`src/rtl/bcd_add_control.sv`:
```
// bcd_add_control: steps a BCD adder datapath through load/display operations,
// one four-phase request/ack handshake per debounced-free next_btn press.
//
// Optional feature macro: BCD_CTRL_TIMEOUT_EN (ack timeout counter + sticky err).
//
// Ports:
//   CLK, RESET_N          clock, synchronous active-low reset
//   next_btn              raw asynchronous pushbutton
//   *_ack                 acks from bcd_add_datapath (six, one per step)
//   load_a .. display_ms  registered requests to bcd_add_datapath
//   step[2:0]             current step index 0..5
//   busy                  high whenever the FSM is not IDLE
//   err                   sticky ack-timeout flag (0 when timeout disabled)
module bcd_add_control #(
    parameter int unsigned ACK_TIMEOUT = 255
) (
    input  logic       CLK,
    input  logic       RESET_N,
    input  logic       next_btn,
    input  logic       load_a_ack,
    input  logic       load_b_ack,
    input  logic       display_a_ack,
    input  logic       display_b_ack,
    input  logic       display_ls_ack,
    input  logic       display_ms_ack,
    output logic       load_a,
    output logic       load_b,
    output logic       display_a,
    output logic       display_b,
    output logic       display_ls,
    output logic       display_ms,
    output logic [2:0] step,
    output logic       busy,
    output logic       err
);

    localparam int unsigned N_STEPS = 6;
    localparam int unsigned STEP_W  = 3;

    typedef enum logic [1:0] {
        IDLE = 2'd0,
        REQ  = 2'd1,
        REL  = 2'd2,
        ERR  = 2'd3
    } state_t;

    // Elaboration guard: a zero timeout would fire before any ack could arrive
    if (ACK_TIMEOUT == 0) begin : g_bad_ack_timeout
        $error("bcd_add_control: ACK_TIMEOUT must be at least 1");
    end

    state_t              state;
    logic [N_STEPS-1:0]  req_q;
    logic                btn_sync1;
    logic                btn_sync2;
    logic                btn_prev;
    logic                btn_rise_c;
    logic                sel_ack_c;

`ifdef BCD_CTRL_TIMEOUT_EN
    localparam int unsigned CNT_W = (ACK_TIMEOUT < 1) ? 1 : $clog2(ACK_TIMEOUT + 1);
    logic [CNT_W-1:0] tmo_cnt;
    logic             tmo_hit_c;
    assign tmo_hit_c = (tmo_cnt == CNT_W'(ACK_TIMEOUT));
`endif

    // Button synchronizer and edge register; reset high so a held button is not a press
    always_ff @(posedge CLK) begin
        if (!RESET_N) begin
            btn_sync1 <= 1'b1;
            btn_sync2 <= 1'b1;
            btn_prev  <= 1'b1;
        end else begin
            btn_sync1 <= next_btn;
            btn_sync2 <= btn_sync1;
            btn_prev  <= btn_sync2;
        end
    end

    assign btn_rise_c = btn_sync2 & ~btn_prev;

    // Only the ack belonging to the current step is ever looked at
    always_comb begin
        sel_ack_c = 1'b0;
        case (step)
            3'd0:    sel_ack_c = load_a_ack;
            3'd1:    sel_ack_c = load_b_ack;
            3'd2:    sel_ack_c = display_a_ack;
            3'd3:    sel_ack_c = display_b_ack;
            3'd4:    sel_ack_c = display_ls_ack;
            3'd5:    sel_ack_c = display_ms_ack;
            default: sel_ack_c = 1'b0;
        endcase
    end

    // Handshake FSM with registered requests, step, busy and err
    always_ff @(posedge CLK) begin
        if (!RESET_N) begin
            state <= IDLE;
            step  <= '0;
            req_q <= '0;
            busy  <= 1'b0;
            err   <= 1'b0;
`ifdef BCD_CTRL_TIMEOUT_EN
            tmo_cnt <= '0;
`endif
        end else begin
            case (state)
                IDLE: begin
                    if (btn_rise_c) begin
                        state <= REQ;
                        req_q <= N_STEPS'(1) << step;
                        busy  <= 1'b1;
`ifdef BCD_CTRL_TIMEOUT_EN
                        tmo_cnt <= '0;
`endif
                    end
                end
                REQ: begin
                    if (sel_ack_c) begin
                        state <= REL;
                        req_q <= '0;
`ifdef BCD_CTRL_TIMEOUT_EN
                        tmo_cnt <= '0;
                    end else if (tmo_hit_c) begin
                        state <= ERR;
                        req_q <= '0;
                        err   <= 1'b1;
                    end else begin
                        tmo_cnt <= tmo_cnt + CNT_W'(1);
`endif
                    end
                end
                REL: begin
                    if (!sel_ack_c) begin
                        state <= IDLE;
                        busy  <= 1'b0;
                        step  <= (step == STEP_W'(N_STEPS - 1)) ? '0 : step + STEP_W'(1);
`ifdef BCD_CTRL_TIMEOUT_EN
                    end else if (tmo_hit_c) begin
                        state <= ERR;
                        err   <= 1'b1;
                    end else begin
                        tmo_cnt <= tmo_cnt + CNT_W'(1);
`endif
                    end
                end
                ERR: begin
                    // Sticky until reset
                    req_q <= '0;
                end
                default: begin
                    state <= IDLE;
                    req_q <= '0;
                    busy  <= 1'b0;
                end
            endcase
        end
    end

    assign load_a     = req_q[0];
    assign load_b     = req_q[1];
    assign display_a  = req_q[2];
    assign display_b  = req_q[3];
    assign display_ls = req_q[4];
    assign display_ms = req_q[5];

endmodule

```
`config.mk`:
```
export PLATFORM = sky130hd
export DESIGN_NAME = bcd_add_control
export DESIGN_NICKNAME = d
export VERILOG_FILES = /design/src/rtl/bcd_add_control.sv
export SDC_FILE = /design/constraint.sdc
export NUM_CORES = 1
export LEC_CHECK = 0
export ABC_AREA = 1
export BUFFER_PORTS_ARGS = -buffer_cell sky130_fd_sc_hd__buf_2
export CORE_MARGIN = 4
export CORE_UTILIZATION = 55
export DETAILED_ROUTE_END_ITERATION = 8
export PLACE_DENSITY = 0.77
export SLEW_MARGIN = 20
export SYNTH_ARGS = -nofsm -noshare
export SYNTH_HDL_FRONTEND = slang
export SYNTH_SLANG_ARGS = --single-unit
```
`constraint.sdc`:
```
create_clock -name CLK -period 3.5 [get_ports CLK]
set_clock_uncertainty 0.15 [all_clocks]
set_input_delay 0.7 -clock CLK [delete_from_list [all_inputs] [get_ports CLK]]
set_output_delay 0.7 -clock CLK [all_outputs]
set_load 0.02 [all_outputs]
```
==> out/results.txt, run 1 <==
Outcome: completed
Setup tns final: 0 ps
Largest net degree at the start of global routing: 14
Required time of the worst setup path: 2650 ps
Total number of vias: 772
GRT Util Overall: 0.172
CTS Buf Count: 3
Wire length per cell: 11.3 µm
P&R area growth vs syn: 13.0%
Worst endpoint data arrival time: 1100 ps
Syn Area/Cell: 7.59 µm²
Crit-path max FO: 13
Clock transition at the registers of the reported paths: 80 ps
DR DRC count: 0
Seq/Total Area, Yosys: 0.344
Cells after Synth: 115
RR Endpoint: req_q[3]$_SDFFE_PN0P_
Initial Util: 0.580
CTS tree: yes
Routability-driven placement congestion ratio: 0.838
Post-CTS sizing: 0
Leakage dissipation: 0.488 nW
Final min period: 1950 ps
CP Depth: 1
Period utilisation layout: 0.558
Yosys reg bits: 15
Vias per cell: 5.15
CTS H-tree lvls: 1
Via count of the first global-routing pass: 670
Max Cap Viol: 0
R2R Setup Slk: 1570 ps
Deepest clock path buffer count: 2
Crit-path max cell delay: 580 ps
Worst path slowest cell: dfxtp_1
Nets@finish: 150
CP Capture Type: primary output
Root buf cell: clkbuf_4
Fin. max-slew vios: 0
First-pass GRT wire length: 2790 µm
Dpl hpwl: 1370 µm
R2r worst-path depth: 10
Horiz. Die Dim: 47.9 µm
Setup-failing EPs final: 0
CP Class: flip-flop to primary output
GR Layer Usage met2: 0.264
FP Rows: 14
YS warnings: 0
Die ar.: 0.00229 mm²
Net Count, Synth: 130
Clock Latency Late Sink: 280 ps
Element type at the critical path start: flip-flop
Core ar.: 0.00151 mm²
Initial antenna violation count: 0
Final core utilization: 0.655
Post-CTS setup repair buffer count: 0
Crit-path leading delay family: flip-flops
Cell Pwr Density: 603 mW/mm²
Post-detailed-route count of antenna-violating nets: 0
Crit path launch: step[0]$_SDFFE_PN0P_
RSZ-0062 raised after global routing: false
GR Overflow Total: 0
Fmax: 512 MHz
Gr busiest metal: met2
DRT Wirelength: 1700 µm
DP Worst Slack: 1590 ps
I/O pin count: 20
# hold bufs at CTS: 0
Worst IR Drop VDD: 0.000334 V
TritonCTS Sinks: 15
Met3 global-route usage: 0.0226
Distinct cells, synth: 23
Crit-path cells: buf_2
Synth Cell Area: 873 µm²
Hold Crit Start: btn_sync1$_SDFF_PN1_
Port Buf Inserts: 18
DRT iter0 DRCs: 12
Final hold violation count: 0
Hold Path Depth: 1
Worst Path Buf+Inv: 1
Filler cells: 133
Pre-antenna DRT Iters: 4
Top cells by area, synth: dfxtp_1 (34%), ha_1 (8.6%), nand2_1 (8.2%), a21oi_1 (6.3%), nand3_1 (6.3%)
Hold crit path type: flip-flop to flip-flop
Synth top area share: 0.344
Reg2reg start: step[2]$_SDFFE_PN0P_
Routing usage on met1: 0.230
Diode count: 0
Final setup margin: 1550 ps
Die Span Y: 47.9 µm
Layout cell share with drive strength beyond 1: 0.291
Worst hold endpoint: btn_sync2$_SDFF_PN1_
Area leader, netlist: dfxtp_1
[per-stage QoR]
stage                     cells  power (mW)  hold slack (ps)  area [µm²]
after floorplan             115       0.455              243         873
after global placement      146       0.501              245         961
after detailed placement    146       0.506              250         961
after CTS                   150       0.602              272         987
after global routing        150       0.642              305         987
final                       150       0.596              268         987
[Yosys cell counts]
| cell | n |
|---|---|
| nand2_1 | 19 |
| dfxtp_1 | 15 |
| a21oi_1 | 11 |
| inv_1 | 11 |
| nand3_1 | 11 |
| nor2_1 | 9 |
| ha_1 | 6 |
| inv_2 | 4 |
| buf_4 | 3 |
| nand2_2 | 3 |
| nand2_4 | 3 |
| nand4_1 | 3 |
| o21ai_0 | 3 |
| nor2_4 | 2 |
| nor4_1 | 2 |
| o21ai_1 | 2 |
| or2_2 | 2 |
| a21boi_1 | 1 |
| conb_1 | 1 |
| nand2_8 | 1 |
| nand4_2 | 1 |
| nor2_2 | 1 |
| nor3_2 | 1 |
[logic make-up after synthesis]
logic type,Yosys count,synth area share
simple gates,58,0.375
other cells,1,0.00429
compound gates,17,0.100
buf+inv,18,0.0903
flops,15,0.344
fa+ha+maj,6,0.0860
[layer usage]
metal	routed length, µm	vias to the layer above
met5	0	-
met4	40	0
met3	91	5
met2	766	23
met1	801	333
li1	-	411
[layout make-up]
cell class | instances | area [µm²] | area share
Multi-Input combinational cell | 82 | 494 | 0.501
Sequential cell | 15 | 300 | 0.304
Inverter | 15 | 56.3 | 0.0570
Timing Repair Buffer | 18 | 90.1 | 0.0913
Tap cell | 16 | 20.0 | 0.0203
Clock buffer | 4 | 26.3 | 0.0266
[power breakdown]
group / switching [mW] / internal, mW
sequential: 0.0310 / 0.194
combinational: 0.179 / 0.0965
clock: 0.0509 / 0.0442
total: 0.261 / 0.335
[registers in the layout (all words and copies together) (netlist names)]
register   flops
btn_sync1      1
step           3
state          2
req_q          6
busy           1
btn_sync2      1
btn_prev       1
[cell usage in the layout (no fill, tap or decap)]
master	n
inv_2	4
nand2_1	19
buf_2	18
nor2_4	2
nor2_2	1
nand3_1	11
conb_1	1
o21ai_0	3
a21boi_1	1
nand4_1	3
ha_1	6
nand2_4	3
nand2_8	1
nand4_2	1
nor3_2	1
clkbuf_1	1
or2_2	2
nor4_1	2
o21ai_1	2
inv_1	11
clkbuf_4	3
nor2_1	9
a21oi_1	11
dfxtp_1	15
nand2_2	3
[how the worst max path moves through the flow]
stage	endpoint	slack, ps
floorplan	state[0]$_SDFFE_PN0P_	1650
global placement	state[1]$_SDFFE_PN0P_	1630
detailed placement	state[1]$_SDFFE_PN0P_	1590
finish	step[0]	1550
global route	req_q[2]$_SDFFE_PN0P_	1380
CTS	step[0]	1540
No activity file was read; power rests on OpenSTA's default activity.
==> run 2: changes to the inputs <==
--- a/config.mk
+++ b/config.mk
@@ -7,10 +7,11 @@
 export LEC_CHECK = 0
 export ABC_AREA = 1
 export BUFFER_PORTS_ARGS = -buffer_cell sky130_fd_sc_hd__buf_2
+export CORE_ASPECT_RATIO = 1.25
 export CORE_MARGIN = 4
-export CORE_UTILIZATION = 55
+export CORE_UTILIZATION = 51
 export DETAILED_ROUTE_END_ITERATION = 8
-export PLACE_DENSITY = 0.77
+export PLACE_DENSITY = 0.72
 export SLEW_MARGIN = 20
 export SYNTH_ARGS = -nofsm -noshare
 export SYNTH_HDL_FRONTEND = slang
==> constraint.sdc (replaced) <==
create_clock -name CLK -period 1.8 [get_ports CLK]
set_clock_uncertainty 0.15 [all_clocks]
set_input_delay 0.36 -clock CLK [delete_from_list [all_inputs] [get_ports CLK]]
set_output_delay 0.36 -clock CLK [all_outputs]
set_load 0.02 [all_outputs]
==> run 2 against run 1 <==
Worst hold slack got worse by 170 ps. Wire length up 7.1%. Die area rose by 6.7%. First-iteration DRC count stayed put. Via count increased by 4.8%. Critical endpoint is now step[2]$_SDFFE_PN0P_. Largest power group unchanged.
==> out/results.txt, run 2 (synthesized netlist as in run 1, its figures left out) <==
Crit-path max cell delay: 400 ps
Fmax: 603 MHz
Hold slack: 95.5 ps
CP Capture Type: flip-flop
Setup tns final: 0 ps
Filler cells: 155
Max reg flops: 6
Horiz. Die Dim: 45.0 µm
CTS Buf Count: 3
CP Class: flip-flop to flip-flop
Top reg by flops: req_q
Core ar.: 0.00160 mm²
CTS tree: yes
Crit-path cells: nand2_1 > inv_1 > ha_2 > nand2_1 > a21boi_2 > nand2_2 > nand2_4 > nand2_2 > inv_2 > o21ai_0 > nor2_1
Final hold violation count: 0
P&R area growth vs syn: 21.9%
Wire length per cell: 11.6 µm
Total number of vias: 809
Fin. max-slew vios: 0
Leakage dissipation: 0.524 nW
Largest registers: req_q (6), step (3), state (2)
TritonCTS Sinks: 15
Cell Pwr Density: 1180 mW/mm²
Root buf cell: clkbuf_4
Port Buf Inserts: 18
DRT iter0 DRCs: 12
Via count of the first global-routing pass: 749
DR DRC count: 0
Die ar.: 0.00244 mm²
Routability-driven placement congestion ratio: 0.873
Post-detailed-route count of antenna-violating nets: 0
Deepest clock path buffer count: 2
Final min period: 1660 ps
Clock Latency Late Sink: 290 ps
Initial Util: 0.545
Initial antenna violation count: 0
Final Non-Filler Cells: 157
Vias per cell: 5.15
Clock transition at the registers of the reported paths: 100 ps
Worst path slowest cell: dfxtp_4
Dpl hpwl: 1450 µm
# hold bufs at CTS: 0
Crit-path max FO: 6
I/O pin count: 20
Layout cell share with drive strength beyond 1: 0.410
Diode count: 0
Total power: 1.26 mW
Worst Path Buf+Inv: 2
Final core utilization: 0.665
First-pass GRT wire length: 3090 µm
Setup-failing EPs final: 0
CTS H-tree lvls: 1
Post-CTS setup repair buffer count: 0
Max Cap Viol: 0
Leading cell types in the layout, fill and taps excluded: nand2_1 (18), buf_2 (18), inv_1 (11), nand3_1 (11)
GRT Util Overall: 0.171
Crit-path leading delay family: simple AND/OR/NAND/NOR gates
Required time of the worst setup path: 1840 ps
Pre-antenna DRT Iters: 4
Nets@finish: 155
Largest net degree at the start of global routing: 13
Hold crit path type: input pin to flip-flop
Outcome: completed
Register area: 309 µm²
Post-CTS sizing: 0
GR Overflow Total: 0
Multi-input gate area: 522 µm²
Placed cell count: 153
Element type at the critical path start: flip-flop
Worst IR Drop VDD: 0.000608 V
FP Rows: 16
Worst endpoint data arrival time: 1690 ps
DRT Wirelength: 1820 µm
Period utilisation layout: 0.921
Die Span Y: 54.3 µm
-- run 2: power by group --
part	internal (mW)	switching [mW]	leakage, nW	total, mW
registers	0.381	0.0319	0.125	0.413
clock network	0.0827	0.119	0.0177	0.201
logic	0.237	0.407	0.381	0.644
total	0.701	0.558	0.524	1.26
-- run 2: per-stage QoR --
| stage | instance area (µm²) | setup WS, ps |
|---|---|---|
| floorplan | 876 | 43.3 |
| global placement | 1000 | 81.8 |
| finish | 1060 | 142 |
| CTS | 1030 | 19.4 |
| detailed placement | 1000 | 39.8 |
| global route | 1060 | -11.1 |
-- run 2: worst register-to-register path, stage by stage (launching register included) --
cell and delay, ps:
dfxtp_4 400, nand2_1 60, inv_1 50, ha_2 160
nand2_1 40, a21boi_2 150, nand2_2 100, nand2_4 90
nand2_2 110, inv_2 50, o21ai_0 140, nor2_1 60
-- run 2: area by class of cell --
type                            count  share of cell area
Clock inverter                      1             0.00470
Inverter                           15              0.0529
Tap cell                           18              0.0212
Sequential cell                    15               0.290
Multi-Input combinational cell     82               0.490
Clock buffer                        3              0.0212
Timing Repair Buffer               23               0.120
-- run 2: metal layers --
metal,share of wire,GRT usage
met5,0,0
met3,0.037,0.0296
met1,0.42,0.186
met2,0.53,0.314
met4,0.014,0.0829
-- run 2: path summary, 6_finish.rpt --
| check | startpoint | endpoint | slack [ps] | depth (start not counted) |
|---|---|---|---|---|
| hold reg to reg | btn_sync1$_SDFF_PN1_ | btn_sync2$_SDFF_PN1_ | 280 | 1 |
| setup reg to reg | step[1]$_SDFFE_PN0P_ | step[2]$_SDFFE_PN0P_ | 140 | 11 |
| setup / recovery | step[1]$_SDFFE_PN0P_ | step[2]$_SDFFE_PN0P_ | 140 | 11 |
| hold / removal | next_btn | btn_sync1$_SDFF_PN1_ | 100 | 2 |
==> run 3: changes to the inputs <==
==> constraint.sdc (replaced) <==
create_clock -name CLK -period 1.8 [get_ports CLK]
set_clock_uncertainty 0.15 [all_clocks]
set_input_delay 0.18 -clock CLK [delete_from_list [all_inputs] [get_ports CLK]]
set_output_delay 0.18 -clock CLK [all_outputs]
set_load 0.02 [all_outputs]
==> run 3 against run 2 <==
Setup slack got worse by 3.9 ps. Clock power increased by 2%. Core utilization up 1.2 points. Global-route usage grew 0.14 points. Clock-buffer cell count unchanged. Final cell count increased by 1.3%. Largest cell class unchanged. Sequential power about the same.
==> out/results.txt, run 3 (synthesized netlist as in run 1, its figures left out) <==
Worst IR Drop VDD: 0.000612 V
Post-detailed-route count of antenna-violating nets: 0
Total number of vias: 835
First-pass GRT wire length: 3130 µm
Vias per cell: 5.25
Hold crit path type: flip-flop to flip-flop
Fmax: 602 MHz
Switching Share: 0.444
Leakage dissipation: 0.532 nW
Clock power share: 0.162
Layout cell share with drive strength beyond 1: 0.404
Final Non-Filler Cells: 159
Leading cell types in the layout, fill and taps excluded: nand2_1 (18), buf_2 (18), inv_1 (11), nand3_1 (11)
Nets@finish: 157
NetSw: 0.563 mW
CTS Buf Count: 3
Wire length per cell: 11.8 µm
Routability-driven placement congestion ratio: 0.873
Setup-failing EPs final: 0
Placed cell count: 153
Max Cap Viol: 0
FP Rows: 16
Element type at the critical path start: flip-flop
Post-CTS setup repair buffer count: 0
Dpl hpwl: 1450 µm
Largest net degree at the start of global routing: 13
Design internal power: 0.704 mW
TritonCTS Sinks: 15
Max reg flops: 6
CTS H-tree lvls: 1
Root buf cell: clkbuf_4
Part of the power in combinational logic: 0.512
Top reg by flops: req_q
Clock Latency Late Sink: 290 ps
R2r worst-path depth: 11
Seq pwr share: 0.327
CP Class: flip-flop to flip-flop
Hold Path Depth: 1
Period utilisation layout: 0.923
CTS tree: yes
Worst endpoint data arrival time: 1730 ps
I/O pin count: 20
Core ar.: 0.00160 mm²
Outcome: completed
Initial Util: 0.545
Crit-path max FO: 12
CP Capture Type: flip-flop
Clock transition at the registers of the reported paths: 100 ps
DRT Wirelength: 1880 µm
GR Overflow Total: 0
GRT Util Overall: 0.172
Hold slack: 278 ps
Initial antenna violation count: 0
Horiz. Die Dim: 45.0 µm
Pre-antenna DRT Iters: 4
DRT iter0 DRCs: 17
Required time of the worst setup path: 1860 ps
Cell Pwr Density: 1170 mW/mm²
Final hold violation count: 0
Fin. max-slew vios: 0
Deepest clock path buffer count: 2
Die ar.: 0.00244 mm²
Port Buf Inserts: 18
Largest registers: req_q (6), step (3), state (2)
Diode count: 0
P&R area growth vs syn: 24.2%
DR DRC count: 0
Die Span Y: 54.3 µm
Final min period: 1660 ps
Via count of the first global-routing pass: 759
run 3: changes by cell type in the layout (fill, tap and decap cells not counted):
cell	delta
dlygate4sd3_1	+2
run 3: per-layer routing:
layer	routed length [µm]	GRT usage	vias to the layer above
li1	-	-	424
met1	750	0.186	384
met2	1010	0.318	24
met3	95	0.0296	3
met4	26	0.0829	0
met5	0	0	-
run 3: metrics by stage:
| stage | setup slack (ps) | utilization | TNS (ps) | power (mW) | cell area, µm² |
|---|---|---|---|---|---|
| 2_1_floorplan | 43.3 | - | 0 | 0.887 | 876 |
| 3_3_place_gp | 81.8 | 0.627 | 0 | 1.02 | 1000 |
| 3_5_place_dp | 39.8 | 0.627 | 0 | 1.04 | 1000 |
| 4_1_cts | 19.4 | 0.656 | 0 | 1.24 | 1050 |
| 5_1_grt | -10.7 | 0.677 | -15.2 | 1.38 | 1080 |
| 6_report | 139 | 0.677 | 0 | 1.27 | 1080 |
run 3: what timing repair did:
| action | 4_1_cts | 5_1_grt |
|---|---|---|
| resized for setup | 0 | 11 |
| endpoints found under the setup margin | 0 | 12 |
| hold buffers | 2 | 0 |
| endpoints found under the hold margin | 2 | 0 |
run 3: final timing paths:
check,from,end,slack [ps]
max,step[0]$_SDFFE_PN0P_,step[1]$_SDFFE_PN0P_,140
min,btn_sync1$_SDFF_PN1_,btn_sync2$_SDFF_PN1_,280
max reg2reg,step[0]$_SDFFE_PN0P_,step[1]$_SDFFE_PN0P_,140
min reg2reg,btn_sync1$_SDFF_PN1_,btn_sync2$_SDFF_PN1_,280
run 3: cell type report:
| class | count | area, µm² |
|---|---|---|
| fillers | 153 | 517 |
| repair buffers | 25 | 148 |
| clock inverters | 1 | 5.00 |
| flip-flops and latches | 15 | 309 |
| multi-input cells | 82 | 522 |
| inverters | 15 | 56.3 |
| clock buffers | 3 | 22.5 |
| well taps | 18 | 22.5 |
run 3: worst max-delay path, stage by stage (launching register included):
cell and delay (ps):
dfxtp_2 340, buf_4 190, nor2_1 70, nand3_1 80, nand2_2 50, nor2_2 110
nand2_2 90, nand2_4 130, nand2_2 90, inv_2 80, nand2_1 50, a21oi_1 150
run 3: power by group through the flow:
stage	sequential, mW	clock, mW	combinational, mW
after floorplan	0.454	0	0.433
after CTS	0.412	0.208	0.622
after detailed placement	0.420	0	0.618
final	0.414	0.205	0.648
after global routing	0.419	0.219	0.738
after global placement	0.419	0	0.605
